### src/rtl/sram_like_arbiter.sv
// ---------------------------------------------------------------------------
// sram_like_arbiter
//
// Purpose:
//   Shares one sram-like slave port between the CPU instruction-fetch master
//   (inst_*) and the data master (data_*). It sits between the core and the
//   sram-like-to-AXI bridge. One request is granted per cycle, and the grant
//   is held until the slave accepts the address. An in-order FIFO of
//   requester IDs routes every mem_data_ok / mem_rdata back to the master
//   that issued the matching request.
//
// Configuration macro:
//   ARB_ROUND_ROBIN_EN - when defined, contested unlocked cycles alternate
//                        between the masters. When undefined, data always
//                        beats inst.
//
// Parameters:
//   MAX_OUTSTANDING - accepted-but-not-completed limit. Must be a power of
//                     two and >= 2.
//   CNT_W           - outstanding counter width. Needs 2**CNT_W > MAX_OUTSTANDING.
//
// Ports:
//   clk, reset                     clock, async active-high reset
//   inst_req/wr/size/wstrb/addr/wdata  instruction master request fields
//   inst_addr_ok/data_ok/rdata         instruction master responses
//   data_req/wr/size/wstrb/addr/wdata  data master request fields
//   data_addr_ok/data_ok/rdata         data master responses
//   mem_req/wr/size/wstrb/addr/wdata   slave request fields
//   mem_addr_ok/data_ok/rdata          slave responses
//   busy                           at least one transaction outstanding
//   proto_err                      sticky: slave answered with nothing outstanding
// ---------------------------------------------------------------------------
module sram_like_arbiter #(
    parameter int MAX_OUTSTANDING = 4,
    parameter int CNT_W           = 3
) (
    input  logic        clk,
    input  logic        reset,

    input  logic        inst_req,
    input  logic        inst_wr,
    input  logic [1:0]  inst_size,
    input  logic [3:0]  inst_wstrb,
    input  logic [31:0] inst_addr,
    input  logic [31:0] inst_wdata,
    output logic        inst_addr_ok,
    output logic        inst_data_ok,
    output logic [31:0] inst_rdata,

    input  logic        data_req,
    input  logic        data_wr,
    input  logic [1:0]  data_size,
    input  logic [3:0]  data_wstrb,
    input  logic [31:0] data_addr,
    input  logic [31:0] data_wdata,
    output logic        data_addr_ok,
    output logic        data_data_ok,
    output logic [31:0] data_rdata,

    output logic        mem_req,
    output logic        mem_wr,
    output logic [1:0]  mem_size,
    output logic [3:0]  mem_wstrb,
    output logic [31:0] mem_addr,
    output logic [31:0] mem_wdata,
    input  logic        mem_addr_ok,
    input  logic        mem_data_ok,
    input  logic [31:0] mem_rdata,

    output logic        busy,
    output logic        proto_err
);

    localparam int   PTR_W   = $clog2(MAX_OUTSTANDING);
    localparam logic ID_INST = 1'b0;
    localparam logic ID_DATA = 1'b1;

    // ID FIFO state. One bit per slot is enough because there are only two masters.
    logic [MAX_OUTSTANDING-1:0] r_fifo;
    logic [PTR_W-1:0]           r_head;
    logic [PTR_W-1:0]           r_tail;
    logic [CNT_W-1:0]           r_count;

    // Grant lock state
    logic                       r_lock;
    logic                       r_locked_id;

    logic                       r_proto_err;

`ifdef ARB_ROUND_ROBIN_EN
    // ID that won the most recent accepted request
    logic                       r_last_grant;
`endif

    logic                       w_full;
    logic                       w_winner;
    logic                       w_win_req;
    logic                       w_push;
    logic                       w_pop;
    logic                       w_head_id;

    assign w_full = (r_count == CNT_W'(MAX_OUTSTANDING));

    // Winner select. A held lock overrides every priority rule, so the slave
    // sees stable fields until it accepts them.
    always_comb begin
        w_winner = ID_INST;
        if (r_lock) begin
            w_winner = r_locked_id;
        end
`ifdef ARB_ROUND_ROBIN_EN
        else if (data_req && inst_req) begin
            w_winner = ~r_last_grant;
        end
`endif
        else if (data_req) begin
            w_winner = ID_DATA;
        end else begin
            w_winner = ID_INST;
        end
    end

    // A locked master that drops req ends up with w_win_req = 0. That
    // suppresses mem_req for the cycle, and the lock is released below.
    assign w_win_req = (w_winner == ID_DATA) ? data_req : inst_req;

    // Outputs are gated by reset so nothing leaks while reset is asserted,
    // before any flop has been clocked.
    assign mem_req   = ~reset & ~w_full & w_win_req;
    assign mem_wr    = (w_winner == ID_DATA) ? data_wr    : inst_wr;
    assign mem_size  = (w_winner == ID_DATA) ? data_size  : inst_size;
    assign mem_wstrb = (w_winner == ID_DATA) ? data_wstrb : inst_wstrb;
    assign mem_addr  = (w_winner == ID_DATA) ? data_addr  : inst_addr;
    assign mem_wdata = (w_winner == ID_DATA) ? data_wdata : inst_wdata;

    assign w_push = mem_req & mem_addr_ok;
    assign w_pop  = ~reset & mem_data_ok & (r_count != '0);

    assign inst_addr_ok = w_push & (w_winner == ID_INST);
    assign data_addr_ok = w_push & (w_winner == ID_DATA);

    // The oldest outstanding ID owns the current response.
    assign w_head_id    = r_fifo[r_head];
    assign inst_data_ok = w_pop & (w_head_id == ID_INST);
    assign data_data_ok = w_pop & (w_head_id == ID_DATA);
    assign inst_rdata   = mem_rdata;
    assign data_rdata   = mem_rdata;

    assign busy      = (r_count != '0);
    assign proto_err = r_proto_err;

    always_ff @(posedge clk or posedge reset) begin
        if (reset) begin
            r_fifo      <= '0;
            r_head      <= '0;
            r_tail      <= '0;
            r_count     <= '0;
            r_lock      <= 1'b0;
            r_locked_id <= ID_INST;
            r_proto_err <= 1'b0;
`ifdef ARB_ROUND_ROBIN_EN
            r_last_grant <= ID_DATA;
`endif
        end else begin
            if (w_push) begin
                r_fifo[r_tail] <= w_winner;
                r_tail         <= r_tail + PTR_W'(1);
            end
            if (w_pop) begin
                r_head <= r_head + PTR_W'(1);
            end
            case ({w_push, w_pop})
                2'b10:   r_count <= r_count + CNT_W'(1);
                2'b01:   r_count <= r_count - CNT_W'(1);
                default: r_count <= r_count;
            endcase

            // A response with nothing outstanding is dropped and flagged.
            // This includes the case where an accept happens in the same cycle,
            // because that response cannot belong to the request just accepted.
            if (mem_data_ok && (r_count == '0)) begin
                r_proto_err <= 1'b1;
            end

            if (r_lock && !w_win_req) begin
                r_lock <= 1'b0;
            end else if (mem_req && !mem_addr_ok) begin
                r_lock      <= 1'b1;
                r_locked_id <= w_winner;
            end else if (w_push) begin
                r_lock <= 1'b0;
            end

`ifdef ARB_ROUND_ROBIN_EN
            if (w_push) begin
                r_last_grant <= w_winner;
            end
`endif
        end
    end

endmodule

### config.mk
export PLATFORM = sky130hd
export DESIGN_NAME = sram_like_arbiter
export DESIGN_NICKNAME = d
export VERILOG_FILES = /design/src/rtl/sram_like_arbiter.sv
export SDC_FILE = /design/constraint.sdc
export NUM_CORES = 1
export LEC_CHECK = 0
export BUFFER_PORTS_ARGS = -buffer_cell sky130_fd_sc_hd__buf_2
export CORE_AREA = 2 2 126 128
export DETAILED_ROUTE_END_ITERATION = 16
export DIE_AREA = 0 0 128 130
export HOLD_SLACK_MARGIN = 0.15
export SYNTH_ARGS = -nofsm -noshare
export SYNTH_HDL_FRONTEND = slang
export SYNTH_SLANG_ARGS = --single-unit
### constraint.sdc
create_clock -name clk -period 1.8 [get_ports clk]
set_input_delay 0 -clock clk [delete_from_list [all_inputs] [get_ports clk]]
set_output_delay 0 -clock clk [all_outputs]
set_load 0.01 [all_outputs]
# Word level (Yosys, flattened, before mapping)
# Cells that the tools add are included.
# word_totals
register_bits,14
latch_bits,0
ram_bits,0
rom_bits,0
inputBits,180
output_inout_bits,142
word_cells,59
mem_count,0
# op_classes
addsub,4
mul,0
n_div,0
n_lt_le_gt_ge,3
n_eq_ne,3
n_shift,0
muxes,17
bitwise,14
reduce_logical,11
# ops
operator,count
two-way mux 32 bit,2
AND 1 bit,9
two-way mux 1 bit,9
< comparator 2 x 3 -> 1 bit (second input constant),2
one-hot mux 3 bit (2 select lines),1
nonzero test 3 bit,2
NOT 1 bit,5
adder 2 x 1 -> 2 bit (second input constant),2
bitwise mux 4 bit,1
logical AND 1 bit,4
two-way mux 4 bit,1
adder 3 x 1 -> 3 bit (second input constant),1
== test 3 bit (second input constant),1
zero test 3 bit,1
subtractor 3 x 1 -> 3 bit (second input constant),1
binary-select mux 1 bit (select 2 bit),1
demux 1 bit (select 2 bit),1
== test 2 x 1 -> 1 bit (second input constant),1
== test 2 bit (second input constant),1
greater-or-equal comparator 2 x 1 -> 1 bit (second input constant),1
zero test 1 bit,2
two-way mux 2 bit,1
AND reduction 2 bit,1
nonzero test 2 bit,1

# Logic depth before layout (Yosys ltp)
# Gate-level depths: netlist of the first run.
# depth
ltp_word,8
ltp_mapped,9
mapped_depth_nobuf,9

# Least setup slack after synthesis of the first run
# OpenSTA, ideal clock, no wires.
# synth_timing
path_type,register to register
start,register r_count[0]
end,register r_count[2]
setup_time_ps,125
t_arrival_ps,1859
required_ps,1675
setup_slack_ps,-184
stages_incl_launch_ff,10
path_buffers,1
synth_period_minus_slack_ps,1984
cell_sequence,dfrtp_1 or3_4 and3_4 buf_6 ha_1 inv_1 fa_1 xor2_1 nor2_1 xor2_1
# synth_via
elab_cells_between_ends,13
cone_classes,add/sub: 2; eq/ne: 3; mux: 1; bitwise: 5; reduce/logical: 2
# synth_lines
element,line_no,source
start: declaration,82,logic [CNT_W-1:0] r_count;
start signal: assignment,173,2'b10: r_count <= r_count + CNT_W'(1);
start signal: assignment,174,2'b01: r_count <= r_count - CNT_W'(1);
start signal: assignment,175,default: r_count <= r_count;
nonzero test 3 bit *,-,
via busy,70,"output logic busy,"
AND 1 bit *,137,assign w_pop = ~reset & mem_data_ok & (r_count != '0);
via w_pop,99,logic w_pop;
== test 2 x 1 -> 1 bit or == test 2 bit (tied branches),172,"case ({w_push, w_pop})"
one-hot mux 3 bit (2 select lines) or nonzero test 2 bit (tied branches),-,
# The timed path passes the listed nets; every way through them passes the cells marked *.
# A chain may end at the register's enable or synchronous reset.

# Worst setup path after layout of the first run
# layout_timing
start,register r_locked_id
end,register r_count[2]
# layout_via
elab_chain_len,6
elab_cells_between_ends,8
cone_classes,eq/ne: 2; mux: 3; bitwise: 2; reduce/logical: 1
# layout_rtl
element,line_no,source
start: declaration,86,logic r_locked_id;
start signal: assignment,189,r_locked_id <= w_winner;
two-way mux 1 bit *,108,if (r_lock) begin
two-way mux 1 bit *,125,assign w_win_req = (w_winner == ID_DATA) ? data_req : inst_req;
AND 1 bit *,129,assign mem_req = ~reset & ~w_full & w_win_req;
AND 1 bit *,136,assign w_push = mem_req & mem_addr_ok;
== test 2 x 1 -> 1 bit or == test 2 bit (tied branches),172,
one-hot mux 3 bit (2 select lines) or nonzero test 2 bit (tied branches),-,
# Every way passes the cells marked *; elsewhere a longest branch is shown, timed or not.

==> metrics, run 1 <==
worst slack at placement=-51.0 ps; Yosys reg bits=14; final net count=between 700 and 800; share of layout cells above drive strength 1=0.470; Inserted Clock Buffers=3; die span in y=between 100 and 150 microns; utilization after layout=0.237; Root Buffer=clkbuf_16; final setup violation count=1; DRC=0; gr usage total=0.0936; Final Hold Vio Count=0; Core Box Area=15400 sq um; r2r setup slk=-10 ps; Seq/Total Area, Yosys=0.159; Setup Crit Path Kind=register to register; library cells used by synthesis=32; largest net degree at the start of global routing=46; Design Area, Final=3650 sq um; Crit. End Element=register; CTS H-tree depth=1; Clock Pin Slew Worst Setup and Hold Paths=~50 ps; initial cell density of the core=0.142; Tmin final=1810 ps; Clock Sink Count=14; Die Area=about 17000 sq um; clock tree buffer depth=2; CP Max Fanout=2; TritonCTS clock tree=yes; Cells after Synth=roughly 370; setup slack after layout=-9.95 ps; Setup crit end=r_count[2]$_DFFE_PP0P_; dpl cells=720; WL final=9260 microns; vias in the first global route=2384; worst r2r path cells=9; row cnt=between 40 and 50; Initial DRC Count=88; Slew HR=0.816; grt total ovfl=0; total negative setup slack=-9.95 ps; vias per cell=~3.6; RR Startpoint=r_locked_id$_DFFE_PP0P_; via count=between 2000 and 3000; port buffer count=between 200 and 250; DRT antenna net count=0; leakage=approximately 2.2 nW; Area after DPL=~3200 sq um; Setup Skew=1.73 ps; DR WL/cell=approximately 12 microns; P per Cell Area=about 950 nW/um^2; CP arrival=between 1500 and 2000 ps; min-delay worst type=primary input to register; initial antenna violation count=0; crit share post-route=1.01; DRT Pass-1 Iters=4; routability cong.=between 0.7 and 0.8; crit start category=register; yosys warns=0; worst-margin pin slew=~280 ps; Max-cap violations=0; maximum VDD drop=approximately 0.5 mV; Worst-Skew Late Latency=approximately 250 ps; Synth Net Count=552; Syn Area/Cell=about 6.0 sq um; die width=around 130 microns; WP data required=about 2000 ps; hpwl dp=7860 microns; Worst Setup SP=r_locked_id$_DFFE_PP0P_; status=finished with violations; Post-Layout Cell Count=760; area delta synth->final=66.1%; Antenna Cells=0; capturing point of the worst reg2reg path=r_count[2]$_DFFE_PP0P_; Synth Cell Area=between 2000 and 2500 sq um; RSZ-0062 raised after global routing=yes; Slew Limit Fails=0; Fmax=roughly 0.55 GHz; failing checks=setup timing; I/O Pins=approximately 320; first-pass GRT wire length=around 12000 microns
## logic make-up after synthesis
family | after synthesis | share of synthesized area
and+or+nand+nor | 240 | 0.443
buffers and inverters | 87 | 0.268
DFF | 14 | 0.159
muxes | 10 | 0.0569
xor gates and xnor gates | 6 | 0.0239
adders and majority gates | 6 | 0.0376
AOI/OAI and AO/OA | 3 | 0.0108
## worst min path at each step
stage | end | depth (start not counted) | startpoint | slack [ps]
global route | r_lock$_DFFE_PP0P_ | 4 | mem_addr_ok | 200
global placement | inst_rdata[30] | 0 | mem_rdata[30] | 0.1
floorplan | proto_err$_DFFE_PP0P_ | 1 | reset | -100
CTS | r_lock$_DFFE_PP0P_ | 4 | mem_addr_ok | 170
detailed placement | inst_rdata[30] | 0 | mem_rdata[30] | 0.1
finish | r_lock$_DFFE_PP0P_ | 4 | mem_addr_ok | 170
## area by class of cell
cell class / count / area, sq um
clock buffers: 4 / 88.8
fillers: 1743 / 11800
inverters: 7 / 26.3
multi-input cells: 265 / 1290
flip-flops and latches: 14 / 350
well taps: 192 / 240
repair buffers: 278 / 1650
## synthesized netlist by cell type, drive strengths merged
master  number  area (sq um)
mux4         1          22.5
buf         75           544
clkbuf       5          18.8
xor2         3          26.3
a21o         1          8.76
nand2      219           825
dfrtp       14           350
and2         1          6.26
nor2b        1          6.26
nand4b       4          35.0
nand2b       1          6.26
ha           5          62.6
nand4        1          12.5
o21bai       1          7.51
nor3         2          10.0
xnor2        3          26.3
inv          7          26.3
nor3b        1          12.5
or3          1          11.3
nand3        1          5.00
mux2i        2          23.8
and3         1          11.3
nor2         6          25.0
nand3b       1          7.51
o21a         1          7.51
fa           1          20.0
mux2         7          78.8
## placed cells by master (no fill, tap or decap), types with 2 or more instances in the layout
cell,instances
nor3_1,2
ha_1,4
nand4b_1,4
dlygate4sd3_1,34
nand2_1,218
xor2_1,3
nor2_1,5
clkbuf_16,3
xnor2_1,3
dfrtp_1,14
buf_4,15
inv_1,6
buf_12,3
buf_2,225
mux2_2,7
## sequential cells by signal, summed over array words and instances (netlist names)
signal       cells
r_lock           1
r_count          3
r_fifo           4
r_tail           2
proto_err        1
r_head           2
r_locked_id      1
## critical path, cell delays in order, from the launching register on
cell and delay [ps]:
dfrtp_1 370, nand2b_1 140, a21o_2 240, nand4_4 100, ha_4 140, inv_2 30, fa_2 330, xor2_1 140
nor2_1 110, xor2_1 140
## metrics by stage
stage | hold slack (ps) | power [mW]
finish | 172 | 3.47
floorplan | -102 | 2.02
detailed placement | 0.106 | 2.87
global placement | 0.106 | 2.84
global route | 203 | 3.80
CTS | 171 | 3.50
## layer usage
| layer | share of wire | GRT usage |
|---|---|---|
| met5 | 0 | 0 |
| met4 | 0.0082 | 0.0239 |
| met3 | 0.089 | 0.0156 |
| met2 | 0.50 | 0.172 |
| met1 | 0.40 | 0.113 |
## power breakdown
group / internal (mW) / total [mW] / switching (mW)
Clock: 0.338 / 0.479 / 0.141
Combinational: 1.11 / 2.41 / 1.30
Sequential: 0.472 / 0.584 / 0.113
## repair_timing
action | CTS | global route
endpoints found under the hold margin | 79 | 0
pin swaps | 8 | 1
endpoints found under the setup margin | 1 | 47
hold buffers | 34 | 0
buffers inserted | 2 | 0
gates resized for setup | 0 | 5
Note: power is estimated with default switching activity, not from simulation.
==> run 2, diff against run 1 <==
==> config.mk (replaced) <==
export PLATFORM = sky130hd
export DESIGN_NAME = sram_like_arbiter
export DESIGN_NICKNAME = d
export VERILOG_FILES = /design/src/rtl/sram_like_arbiter.sv
export SDC_FILE = /design/constraint.sdc
export NUM_CORES = 1
export LEC_CHECK = 0
export CELL_PAD_IN_SITES_DETAIL_PLACEMENT = 0
export CELL_PAD_IN_SITES_GLOBAL_PLACEMENT = 1
export CORE_AREA = 2 2 123 125
export DETAILED_ROUTE_END_ITERATION = 16
export DIE_AREA = 0 0 125 127
export DONT_BUFFER_PORTS = 1
export HOLD_SLACK_MARGIN = 0.15
export PLACE_DENSITY_LB_ADDON = 0.1
export RECOVER_POWER = 25
export SYNTH_ARGS = -nofsm -noshare
export SYNTH_HDL_FRONTEND = slang
export SYNTH_SLANG_ARGS = --single-unit
==> run 2 against run 1 <==
The flow now stops in clock tree synthesis. Synthesized cell count stayed put. Area after synthesis stayed put.
==> metrics, run 2 <==
Compound-Gate Fraction of Synth Area=0.0108 (unchanged); die span in y=127 microns (-2.3%); I/O Pins=322 (unchanged); top-count cell post-synth=nand2_1; Synth Cell Area=2200 sq um (unchanged); adder-cell share of the synthesized area=0.0376 (unchanged); CTS H-tree depth=1 (unchanged); Inserted Clock Buffers=3 (unchanged); simple-gate portion of the synthesized area=0.443 (unchanged); port buffer count=0 (-100%); Yosys reg bits=14 (unchanged); status=stopped before the end; initial cell density of the core=0.152 (+0.00988); yosys warns=0 (unchanged); Log Error=[ERROR RSZ-0060] Max buffer count reached.; hpwl dp=6800 microns (-13%); leading cell types by count after synthesis=nand2_1 (218), buf_4 (65), dfrtp_1 (14); Root Buffer=clkbuf_16; routability cong.=0.674 (-6.6%); Seq/Total Area, Yosys=0.159 (unchanged); Primary FF master, synth=dfrtp_1; Area after DPL=2030 sq um (-36%); clock tree buffer depth=2 (unchanged); row cnt=44 (-4.3%); Synth Area in XOR/XNOR=0.0239 (unchanged); CTS resizes=1 (+1); Clock Sink Count=14 (unchanged); Synth top area share=0.372 (unchanged); post-synthesis mux area share=0.0569 (unchanged); Synth Net Count=552 (unchanged); largest family of logic cells by synthesized area=simple AND/OR/NAND/NOR gates; cts hold-fix bufs=101 (+200%); library cells used by synthesis=32 (unchanged); FFs w/ async S/R, synth=1.00 (unchanged); Post-synth EDFFs=0 (unchanged); die width=125 microns (-2.3%); Stopped at=clock tree synthesis; synth top area cells=nand2_1 (37%), buf_4 (22%), dfrtp_1 (16%); Synth area leader=nand2_1; Post-CTS Setup Bufs=5 (+3); Cells after Synth=366 (unchanged); Syn Area/Cell=6.00 sq um (unchanged)
==> run 2: kinds of logic after synthesis <==
group                    after synthesis
multiplexers                          10
flip-flops                            14
XOR/XNOR                               6
adder cells (fa/ha/maj)                6
AO/OA/AOI/OAI                          3
AND/OR/NAND/NOR                      240
buffers and inverters                 87
==> run 2: per-stage QoR <==
step / setup TNS, ps / std cells / worst slack (ps) / hold slack (ps) / utilization
after floorplan: -164 / 366 / -91.9 / -102 / -
after global placement: -96.4 / 486 / -91.4 / -37.8 / 0.141
after detailed placement: -113 / 486 / -96.3 / -48.3 / 0.141
==> run 3, diff against run 2 <==
==> config.mk (replaced) <==
export PLATFORM = sky130hd
export DESIGN_NAME = sram_like_arbiter
export DESIGN_NICKNAME = d
export VERILOG_FILES = /design/src/rtl/sram_like_arbiter.sv
export SDC_FILE = /design/constraint.sdc
export NUM_CORES = 1
export LEC_CHECK = 0
export CORE_AREA = 2 2 126 128
export DETAILED_ROUTE_END_ITERATION = 16
export DIE_AREA = 0 0 128 130
export DONT_BUFFER_PORTS = 1
export PLACE_DENSITY_LB_ADDON = 0.15
export RECOVER_POWER = 25
export SYNTH_ARGS = -nofsm -noshare
export SYNTH_HDL_FRONTEND = slang
export SYNTH_SLANG_ARGS = --single-unit
==> constraint.sdc (replaced) <==
create_clock -name clk -period 2.3 [get_ports clk]
set_input_delay 0 -clock clk [delete_from_list [all_inputs] [get_ports clk]]
set_output_delay 0 -clock clk [all_outputs]
set_load 0.01 [all_outputs]
==> run 3 against run 2 <==
The run now ends clean.
==> metrics, run 3 (same netlist as run 1, synthesis figures left out) <==
Min Hold Slack=0.00238 ps; initial antenna violation count=0; Final Hold Vio Count=0; die width=128 microns (+2.4%); row cnt=46 (+4.5%); Area after DPL=1930 sq um (-4.7%); Post-Layout Cell Count=490; via count=approximately 1900; Worst-Skew Late Latency=240 ps; DR WL/cell=between 15 and 20 microns; Filler Cell Count=approximately 1800; Slew Limit Fails=0; number of flip-flops in the largest register=4; Die Area=16600 sq um; Tmin final=around 2200 ps; Initial DRC Count=57; CTS resizes=0 (-1); P per Cell Area=1000 nW/um^2; first-pass GRT wire length=a little over 9000 microns; Max-cap violations=0; leakage=between 1 and 1.5 nW; CP arrival=2320 ps; DRT Pass-1 Iters=4; largest register by flop count=r_fifo; Core Box Area=about 15000 sq um; Post-CTS Setup Bufs=0 (-5); TritonCTS clock tree=yes; crit-path cells=nor3b_2 > nor2_2 > nand4_2 > ha_1 > inv_1 > fa_1 > xor2_1 > nor2_1 > xor2_1; dpl cells=483 (-0.62%); gr usage total=0.0746; CP Max Fanout=5; crit share post-route=0.938; vias per cell=between 3 and 4; Crit. End Element=register; DRC=0; Clock Pin Slew Worst Setup and Hold Paths=about 50 ps; worst-margin pin slew=slightly above 600 ps; die span in y=130 microns (+2.4%); hpwl dp=6590 microns (-3.1%); Fmax=0.463 GHz; initial cell density of the core=0.142 (-0.00988); biggest regs=r_fifo x4, r_count x3; Antenna Cells=0; port buffer count=0 (unchanged); Inserted Clock Buffers=3 (unchanged); slowest stage cell, crit path=dfrtp_1; crit-path max cell delay=about 400 ps; I/O Pins=322 (unchanged); Setup Crit Path Kind=register to register; CTS H-tree depth=1 (unchanged); grt total ovfl=0; largest net degree at the start of global routing=50; final net count=roughly 490; Setup Skew=around 3.9 ps; total negative setup slack=0 ps; WP data required=about 2500 ps; Root Buffer=clkbuf_16; utilization after layout=0.133; vias in the first global route=approximately 1500; crit start category=register; maximum VDD drop=roughly 0.3 mV; status=finished clean; Slew HR=0.593; routability cong.=0.676 (+0.30%); commonest non-fill, non-tap cell in the layout=nand2_1; area delta synth->final=-6.61%; clock tree buffer depth=2 (unchanged); Clock Sink Count=14 (unchanged); DRT antenna net count=0; RSZ-0062 raised after global routing=no; WL final=between 7000 and 8000 microns; final setup violation count=0; commonest non-fill, non-tap cells in the layout=nand2_1 (218), dfrtp_1 (14), inv_1 (7), mux2_2 (7); share of layout cells above drive strength 1=0.0839; min-delay worst type=primary input to output pin; Critical Path Most Common Cell=xor2_1; Design Area, Final=about 2100 sq um
run 3: metrics by stage:
stage,worst slack [ps],power (mW)
6_report,142,2.06
5_1_grt,15.3,2.27
4_1_cts,126,2.12
3_5_place_dp,160,1.73
3_3_place_gp,169,1.72
2_1_floorplan,316,1.57
run 3: area by class of cell:
| type | count | area [sq um] | share of cell area |
|---|---|---|---|
| clock buffer | 4 | 88.8 | 0.0433 |
| inverter | 7 | 26.3 | 0.0128 |
| multi-input combinational | 265 | 1270 | 0.617 |
| sequential | 14 | 350 | 0.171 |
| tap | 192 | 240 | 0.117 |
| timing repair buffer | 8 | 80.1 | 0.0390 |
run 3: final timing paths:
kind,startpoint,end,slack [ps],cells past startpoint
max,r_count[0]$_DFFE_PP0P_,r_count[2]$_DFFE_PP0P_,140,9
min,mem_rdata[12],inst_rdata[12],0.002,0
max reg2reg,r_count[0]$_DFFE_PP0P_,r_count[2]$_DFFE_PP0P_,140,9
min reg2reg,r_head[1]$_DFFE_PP0P_,r_head[1]$_DFFE_PP0P_,480,1
max in group asynchronous,reset,r_fifo[0]$_DFFE_PP0P_,1780,3
min in group asynchronous,reset,r_count[1]$_DFFE_PP0P_,330,3
run 3: report_power, final:
part           total (mW)  switching (mW)  internal, mW
Combinational        1.21           0.803         0.405
Sequential          0.487           0.118         0.369
Clock               0.368           0.104         0.264
Total                2.06            1.02          1.04
run 3: repair_timing:
item | 4_1_cts | 5_1_grt
hold endpoints to repair | 16 | 0
endpoints found under the setup margin | 0 | 0
hold buffers | 3 | 0
run 3: worst max-delay path: cells and delay by family (launching register included):
kind	cells	cell delay, ps
flops	1	410
xor+xnor	2	310
buf+inv	1	60
simple gates	4	730
fa+ha+maj	2	570
run 3: layer usage:
metal / wire [microns] / global-route usage / vias up / share of wire
met1: 2930 / 0.0928 / 846 / 0.38
met2: 3810 / 0.129 / 145 / 0.50
met4: 183 / 0.0239 / 0 / 0.024
met3: 741 / 0.0164 / 16 / 0.097
li1: - / - / 913 / -
met5: 0 / 0 / - / 0
